`src/rtl/matvec_out_requant.sv`:
```
// Requantizes the 28-bit signed matvec8 y stream to a 14-bit stream with a per-vector last flag.
// Optional feature macro: SAT_COUNT_EN adds a sticky 16-bit saturated-element counter.
module matvec_out_requant #(
  parameter int K     = 8,
  parameter int DEPTH = 4
) (
  input  logic        clk,
  input  logic        reset,
  input  logic        input_valid,
  output logic        input_ready,
  input  logic [27:0] input_data,
  input  logic [4:0]  shift,
  output logic        output_valid,
  input  logic        output_ready,
  output logic [13:0] output_data,
  output logic        output_last,
  output logic [15:0] sat_count
);

  localparam int CW = (K > 1) ? $clog2(K) : 1;
  localparam int PW = (DEPTH > 1) ? $clog2(DEPTH) : 1;
  localparam int NW = $clog2(DEPTH + 1);

  logic [13:0]        r_mem_data [DEPTH];
  logic               r_mem_last [DEPTH];
  logic [PW-1:0]      r_wr_ptr;
  logic [PW-1:0]      r_rd_ptr;
  logic [NW-1:0]      r_count;
  logic               r_in_ready;
  logic [CW-1:0]      r_elem_cnt;
  logic [4:0]         r_shift_q;

  logic               w_push;
  logic               w_pop;
  logic               w_last;
  logic [NW-1:0]      w_count_next;
  logic [4:0]         w_shift_sel;
  logic [4:0]         w_s;
  logic signed [28:0] w_in_ext;
  logic signed [28:0] w_round;
  logic signed [28:0] w_t;
  logic [13:0]        w_q;

  assign w_push       = input_valid & r_in_ready;
  assign w_pop        = (r_count != '0) & output_ready;
  assign w_last       = (r_elem_cnt == CW'(K - 1));
  assign input_ready  = r_in_ready;
  assign output_valid = (r_count != '0);
  assign output_data  = r_mem_data[r_rd_ptr];
  assign output_last  = r_mem_last[r_rd_ptr];

  always_comb begin
    w_count_next = r_count;
    case ({w_push, w_pop})
      2'b10:   w_count_next = r_count + NW'(1);
      2'b01:   w_count_next = r_count - NW'(1);
      default: w_count_next = r_count;
    endcase
  end

  // The first element of a vector uses the live shift input; later elements use the latched copy.
  always_comb begin
    w_shift_sel = (r_elem_cnt == '0) ? shift : r_shift_q;
    w_s         = (w_shift_sel > 5'd27) ? 5'd27 : w_shift_sel;
    w_in_ext    = {input_data[27], input_data};
    w_round     = (w_s == 5'd0) ? 29'sd0 : (29'sd1 <<< (w_s - 5'd1));
    w_t         = (w_in_ext + w_round) >>> w_s;
    if (w_t > 29'sd8191) begin
      w_q = 14'h1FFF;
    end else if (w_t < -29'sd8192) begin
      w_q = 14'h2000;
    end else begin
      w_q = w_t[13:0];
    end
  end

  always_ff @(posedge clk or negedge reset) begin
    if (!reset) begin
      for (int i = 0; i < DEPTH; i++) begin
        r_mem_data[i] <= '0;
        r_mem_last[i] <= 1'b0;
      end
      r_wr_ptr   <= '0;
      r_rd_ptr   <= '0;
      r_count    <= '0;
      r_in_ready <= 1'b1;
    end else begin
      if (w_push) begin
        r_mem_data[r_wr_ptr] <= w_q;
        r_mem_last[r_wr_ptr] <= w_last;
        r_wr_ptr <= (r_wr_ptr == PW'(DEPTH - 1)) ? '0 : r_wr_ptr + PW'(1);
      end
      if (w_pop) begin
        r_rd_ptr <= (r_rd_ptr == PW'(DEPTH - 1)) ? '0 : r_rd_ptr + PW'(1);
      end
      r_count    <= w_count_next;
      r_in_ready <= (w_count_next < NW'(DEPTH));
    end
  end

  always_ff @(posedge clk or negedge reset) begin
    if (!reset) begin
      r_elem_cnt <= '0;
      r_shift_q  <= '0;
    end else if (w_push) begin
      if (r_elem_cnt == '0) begin
        r_shift_q <= shift;
      end
      r_elem_cnt <= w_last ? '0 : r_elem_cnt + CW'(1);
    end
  end

`ifdef SAT_COUNT_EN
  logic        w_sat;
  logic [15:0] r_sat_count;

  assign w_sat     = (w_t > 29'sd8191) || (w_t < -29'sd8192);
  assign sat_count = r_sat_count;

  always_ff @(posedge clk or negedge reset) begin
    if (!reset) begin
      r_sat_count <= '0;
    end else if (w_push && w_sat && (r_sat_count != 16'hFFFF)) begin
      r_sat_count <= r_sat_count + 16'd1;
    end
  end
`else
  assign sat_count = '0;
`endif

endmodule

```
`config.mk`:
```
export PLATFORM = sky130hd
export DESIGN_NAME = matvec_out_requant
export DESIGN_NICKNAME = d
export VERILOG_FILES = /design/src/rtl/matvec_out_requant.sv
export SDC_FILE = /design/constraint.sdc
export NUM_CORES = 1
export LEC_CHECK = 0
export ABC_CLOCK_PERIOD_IN_PS = 8900
export CORE_ASPECT_RATIO = 0.7
export CORE_MARGIN = 3
export CORE_UTILIZATION = 41
export CTS_BUF_LIST = sky130_fd_sc_hd__clkbuf_8 sky130_fd_sc_hd__clkbuf_16
export DETAILED_ROUTE_END_ITERATION = 10
export GPL_ROUTABILITY_DRIVEN = 0
export PLACE_DENSITY_LB_ADDON = 0.1
export SYNTH_ARGS = -nofsm -noshare
export SYNTH_HDL_FRONTEND = slang
export SYNTH_SLANG_ARGS = --single-unit
```
`constraint.sdc`:
```
create_clock -name clk -period 8.9 [get_ports clk]
set_clock_uncertainty 0.15 [all_clocks]
set_input_delay 1.78 -clock clk [delete_from_list [all_inputs] [get_ports clk]]
set_output_delay 1.78 -clock clk [all_outputs]
set_load 0.005 [all_outputs]
```
==> summary.md <==
| Metric | Value |
|---|---|
| Share of the synthesized area in the top cell type | `between 20% and 30%` |
| Crit Path Max Fanout | `9` |
| Die X | `between 150 and 200 µm` |
| Final hold vios | `0` |
| IO Pins | `70` |
| Clk_lat worst skew | `0.34 ns` |
| Cell with the largest stage delay on the worst path | `clkdlybuf4s50_1` |
| Cell type with the highest aggregate area in the netlist | `dfrtp_1` |
| Synth cell count leaders | `nor2_1, nand2_1, dfrtp_1` |
| Sequential power share | `between 15 and 20%` |
| Logic pwr share | `around three quarters` |
| IO buf count | `53` |
| # diodes | `0` |
| Crit-path max cell delay | `~0.57 ns` |
| Pre-CTS setup slack | `between 0.6 and 0.7 ns` |
| Slew Limit Fails | `0` |
| DRC violation total after the first TritonRoute iteration | `1226` |
| IR Drop Worst-Case VDD | `0.000192 V` |
| Largest net degree at the start of global routing | `77` |
| Num rows | `around 40` |
| Type of origin of the critical path | `input pin` |
| TritonCTS Buffers | `9` |
| Worst hold path type | `reg2reg` |
| Syn_area_per_cell | `just under 8 µm²` |
| Syn. warnings | `0` |
| Initial Util | `a little over two fifths` |
| PD cells | `between 400 and 500 nW/µm²` |
| Int Pwr | `0.00181 W` |
| Vias post-DR | `~7900` |
| CTS Root Cell | `clkbuf_16` |
| Tmin final | `a little over 8 ns` |
| Vias in the first global route | `roughly 7000` |
| Chip height | `122 µm` |
| H-tree depth | `3` |
| Initial antenna violation count | `0` |
| Setup Fix Bufs, Post-CTS | `0` |
| Design area | `between 8000 and 9000 µm²` |
| Max-cap viol count | `0` |
| Register bit count reported by yosys | `between 70 and 80` |
| Placed instance area | `8500 µm²` |
| Outcome | `finished clean` |
| Seq/Total Area, Yosys | `~24%` |
| Dpl hpwl | `between 15 and 20 mm` |
| Sequential cell area | `between 1500 and 2000 µm²` |
| Number of flops mapped to enable cells by yosys | `0` |
| Layout Nets | `approximately 1100` |
| Cell-by-cell trace of the critical path | `clkdlybuf4s50_1 > nand2_1 > mux2_2 > o21ai_1 > nand2_1 > nor3_1 > ha_1 > a21oi_1 > o21ai_1 > a221o_1 > a211o_1 > a21oi_2 > xor2_1 > o21ai_0 > a41oi_1 > nor4_1 > o2111ai_1 > o211ai_1 > o221ai_1 > o21ai_1` |
| Top-count cell post-synth | `nor2_1` |
| First-pass GRT wire length | `approximately 40 mm` |
| Vias/cell | `about 6.2` |
| Post-Syn Area | `around 8000 µm²` |
| Count of cell types in the netlist | `83` |
| Worst-path clk slew | `0.06 ns` |
| Clock tree from TritonCTS | `built` |
| CTS sink cnt | `76` |
| Core Footprint | `18400 µm²` |
| Core Util, Final | `between 40 and 50%` |
| First-pass DRT Iterations | `7` |
| Sw power | `slightly above 0.002 W` |
| Setup TNS | `0 ns` |
| Fillers | `around 1800` |
| Critical path type | `in2reg` |
| WL/cell | `20.3 µm` |
| Leakage power | `3.62 nW` |
| Crit end category | `register` |
| PnR worst setup slack | `0.665 ns` |
| Async SR Flop Fraction | `100%` |
| Top_reg_cell synth | `dfrtp_1` |
| Final worst-path cycle share | `between 90% and 100%` |
| Synth-to-Final Area Change | `12.1%` |
| Post-CTS resize count | `0` |
| CTS hold repair buffers | `0` |
| Antenna viol nets, final | `0` |
| Clock power frac | `about 8.7%` |
| Final setup viols | `0` |
| Deepest clock path buffer count | `2` |
| Die footprint | `20800 µm²` |
| Highest Clock Rate | `between 100 and 150 MHz` |
| Largest cells by area after synthesis | `dfrtp_1, nor2_1, nand2_1` |
| Detailed Route WL | `approximately 26 mm` |
| Setup repair after global routing missed its margin | `no` |
| Multi-input logic area | `5500 µm²` |
| Most frequent cell on the critical path | `o21ai_1` |
| Net Sw Frac | `53.4%` |
| Cells after Synth | `between 900 and 1000` |
| CP required | `~9.0 ns` |
| DRC viols | `0` |
| Worst-margin pin slew | `1.08 ns` |
| Overflow after GRT | `0` |
| GRT Total Usage | `24.5%` |
| Layout cells sized above 1 | `approximately 9.9%` |
| Crit path DAT | `8.34 ns` |
| Worst slew margin | `between 20 and 30%` |
final cells by class:
class	count	share of cell area, %
repair buffers	80	8.47
clock inverters	6	0.385
inverters	14	0.599
flip-flops and latches	76	21.7
multi-input cells	839	62.7
well taps	236	3.37
clock buffers	10	2.73
sequential cells by signal, indices dropped and copies added (netlist names):
| register | count |
|---|---|
| input_ready | 1 |
| r_shift_q | 5 |
| r_rd_ptr | 2 |
| r_mem_data | 56 |
| r_elem_cnt | 3 |
| r_count | 3 |
| r_wr_ptr | 2 |
| r_mem_last | 4 |
final timing paths:
| check | slack [ns] | startpoint | cells after the start | endpoint |
|---|---|---|---|---|
| worst max register to register | 1.60 | r_elem_cnt[0] | 26 | r_mem_data[30] |
| worst min register to register | 0.33 | r_mem_last[0] | 2 | r_mem_last[0] |
| worst min-delay path | 0.33 | r_mem_last[0] | 2 | r_mem_last[0] |
| min in group asynchronous | 1.44 | reset | 1 | r_mem_data[37] |
| worst max-delay path | 0.67 | shift[3] | 20 | r_mem_data[30] |
| max in group asynchronous | 6.52 | reset | 1 | r_mem_data[2] |
kinds of logic (layout without fill, tap and decap cells):
logic type / count (synthesis) / count (layout) / share of synthesized area (%)
other: 1 / 17 / 0.0479
XOR/XNOR: 24 / 24 / 2.69
AO/OA/AOI/OAI: 312 / 312 / 27.8
flip-flops: 76 / 76 / 24.3
buffers and inverters: 100 / 110 / 6.43
adder cells (fa/ha/maj): 39 / 39 / 6.43
AND/OR/NAND/NOR: 383 / 383 / 21.5
multiplexers: 64 / 64 / 10.9
metal layers:
metal | part of all wire (%) | routed length [µm] | vias to the layer above | track usage (%)
met5 | 0 | 0 | - | 0
li1 | - | - | 3725 | -
met1 | 50 | 12800 | 3665 | 40.9
met4 | 0.80 | 206 | 0 | 3.37
met2 | 37 | 9400 | 449 | 30.0
met3 | 12 | 3190 | 28 | 7.95
cell usage in the layout (no fill, tap or decap), types with 16 or more instances in the layout:
cell type,count
a21oi_1,55
a31oi_1,53
buf_4,27
clkdlybuf4s50_1,52
conb_1,17
dfrtp_1,75
ha_1,37
inv_1,16
mux2i_1,32
nand2_1,127
nand3_1,28
nor2_1,138
nor3_1,35
o211ai_1,16
o21ai_0,58
o21ai_1,16
stage by stage:
step	power, W	instances	hold WS [ns]
global placement	0.00347	1245	0.311
CTS	0.00380	1261	0.327
detailed placement	0.00345	1245	0.312
global route	0.00417	1261	0.347
floorplan	0.00259	1015	0.291
finish	0.00388	1261	0.325
power groups by stage:
stage,sequential (W),clock [W],combinational [W]
final,0.000641,0.000339,0.00290
after global routing,0.000666,0.000363,0.00314
after CTS,0.000643,0.000346,0.00281
after detailed placement,0.000648,0,0.00281
after global placement,0.000647,0,0.00283
after floorplan,0.000577,0,0.00201
worst max-delay path, delay by kind of cell:
family	cells	cell delay, ns
xor gates and xnor gates	1	0.23
and+or+nand+nor	4	1.28
adders and majority gates	1	0.38
buffers and inverters	1	0.57
muxes	1	0.38
AOI/OAI and AO/OA	12	3.71
(Power assumes the default switching activity.)
==> RTL change: new RTL, config.mk and constraints unchanged <==
Build with the macro `SAT_COUNT_EN` defined.
--- a/src/rtl/matvec_out_requant.sv
+++ b/src/rtl/matvec_out_requant.sv
@@ -1,5 +1,7 @@
 // Requantizes the 28-bit signed matvec8 y stream to a 14-bit stream with a per-vector last flag.
 // Optional feature macro: SAT_COUNT_EN adds a sticky 16-bit saturated-element counter.
+`define SAT_COUNT_EN
+
 module matvec_out_requant #(
   parameter int K     = 8,
   parameter int DEPTH = 4
Function: changed (Yosys sat finds a counterexample within 4 cycles, from zero or initial values and one cycle with reset low).
==> RTL change against the original RTL <==
Area after synthesis up 7.3%. Worst hold slack improved by 3.2 ps. Wire length increased by 11%. Register-to-register slack worse by 500 ps. Worst setup slack worse by 91 ps. Die area up 7.0%. Sequential cell count is 16 higher. Count of clock-buffer cells in the layout unchanged. Design area rose by 10%. Via count rose by 7.4%. Total power rose by 3.4%. Highest routed layer unchanged.
==> RTL change: results (changes against the original RTL) <==
Outcome
  – Outcome: completed

Timing
  – Final period utilization: 93.5% (+1.0 points)
  – Slew HR: 25.6% (-2.7 points)
  – Hold Slack: 328 ps (+3.20 ps)

Synth
  – Post-synth cell types: 86 (+3.6%)
  – Asr flop ratio synth: 100% (unchanged)
  – Yosys Warn Count: 0 (unchanged)
  – Sequential share of the synthesized area: 27.4% (+3.1 points)
  – Syn_nets: 1,095
  – Top cells by area, synth: dfrtp_1 27%, ha_1 5.7%, a21oi_1 5.4%
  – Most instantiated cells after synthesis: 121 x nand2_1, 96 x nor2_1, 91 x a21oi_1, 91 x dfrtp_1, 50 x o21ai_0

Global route
  – Met2 Use GR: 32.6% (+2.6 points)
  – Largest net degree at the start of global routing: 82 (+6.5%)
  – Total GRT Usage: 25.8% (+1.3 points)
  – Vias in the first global route: 7,915 (+13%)
  – Initial antenna violation count: 0 (unchanged)
  – Met3 Use GR: 6.69% (-1.3 points)
  – Grt met1 use: 43.3% (+2.4 points)
  – First-pass GRT wire length: 45,800 um (+14%)

Worst hold path
  – WHS Path Cells: 1 (-1)
  – Hold WC Path Type: reg2reg

Setup path
  – Reg2Reg Depth: 26 (unchanged)
  – Worst reg2reg startpoint: r_elem_cnt[0]
  – Slowest stage cell, crit path: o311ai_0
  – CP Launch Point: shift[3]
  – Crit path DAT: 8400 ps (+60 ps)
  – Crit path max-delay family: compound AO/OA/AOI/OAI gates
  – Worst R2R Setup Slack: 1100 ps (-500 ps)
  – CP Class: in2reg
  – Worst-path maximum fanout: 16 (+7)
  – Capture point of the worst reg-to-reg path: sat_count[1]
  – Critical Path Max Stage Delay: 640 ps (+70 ps)

Placed design
  – Pre-CTS setup slack: 556 ps (-93.2 ps)
  – Port Buffers: 69 (+30%)
  – Detail Placement HPWL: 21,800 um (+10%)
  – Area after DPL: 9370 um^2 (+10%)

Cells and area
  – Largest register FFs: 56 (unchanged)
  – Number of diodes: 0 (unchanged)
  – Share of layout cells above drive strength 1: 10.6% (+0.76 points)
  – Filler Cell Count: 1,959 (+7.6%)
  – Most flop-heavy register: r_mem_data

Drt
  – Wire length on met2: 10,600 um (+13%)
  – Routed wire length: 28,500 um (+11%)
  – Routed met3 length: 2930 um (-8.1%)
  – Initial DRC count: 1,062 (-13%)
  – Vias per cell: 6.33 (+1.5%)
  – First-pass detailed-route iteration total: 6 (-1)
  – M1 WL: 14,700 um (+15%)
  – Max layer used: met4

Pwr
  – Leak: 3.84 nW (+6.3%)
  – VDD IR max: 0.159 mV (-17%)

CTS
  – Post-CTS sizing: 0 (unchanged)
  – CTS Buffer Depth: 2 (unchanged)
  – Cts bufs inserted: 9 (unchanged)
  – Post-CTS setup buffer count: 0 (unchanged)
  – Worst-path clk slew: 60 ps (about the same)
  – Worst-skew pair later-pin latency: 340 ps (about the same)
  – Clock root buffer: clkbuf_16
  – H-tree lvl count: 3 (unchanged)
==> RTL change: cell count changes after synthesis, moves of 15 or more <==
| cell | before | now |
|---|---|---|
| a31oi_1 | 53 | 11 |
| dfrtp_1 | 75 | 91 |
| a21oi_1 | 55 | 91 |
| buf_4 | 17 | 2 |
| nor2_1 | 139 | 96 |
| o22a_1 | 1 | 20 |
==> RTL change: metrics by stage <==
step	cells	util, %
4_1_cts	1335	48.4
2_1_floorplan	1018	-
3_5_place_dp	1320	47.0
6_report	1335	48.4
5_1_grt	1335	48.4
3_3_place_gp	1320	47.0
==> RTL change: cells by family after synthesis <==
| group | count (synthesis) | share of synthesized area, % |
|---|---|---|
| AOI/OAI and AO/OA | 329 | 27.4 |
| xor gates and xnor gates | 32 | 3.43 |
| muxes | 67 | 10.6 |
| other | 1 | 0.0447 |
| buffers and inverters | 86 | 4.26 |
| and+or+nand+nor | 371 | 20.7 |
| adders and majority gates | 40 | 6.14 |
| DFF | 92 | 27.4 |
==> RTL change: worst min path at each step <==
| stage | startpoint | to |
|---|---|---|
| 2_1_floorplan | r_mem_last[1] | r_mem_last[1] |
| 3_3_place_gp | r_mem_last[0] | r_mem_last[0] |
| 3_5_place_dp | r_mem_last[3] | r_mem_last[3] |
| 4_1_cts | r_mem_last[2] | r_mem_last[2] |
| 5_1_grt | r_mem_data[27] | r_mem_data[27] |
| 6_report | r_count[2] | r_count[2] |
==> RTL change: cell type report <==
cell class              instances  area share [%]
flip-flops and latches         92            23.8
well taps                     270            3.49
multi-input cells             840            59.5
clock inverters                 5           0.557
inverters                      21           0.815
repair buffers                 97            9.29
clock buffers                  10            2.47
==> RTL change: where the power goes <==
part           switching [mW]  internal (mW)  total (mW)
Sequential              0.161          0.602       0.763
Combinational            1.74           1.13        2.87
Clock                   0.156          0.222       0.378
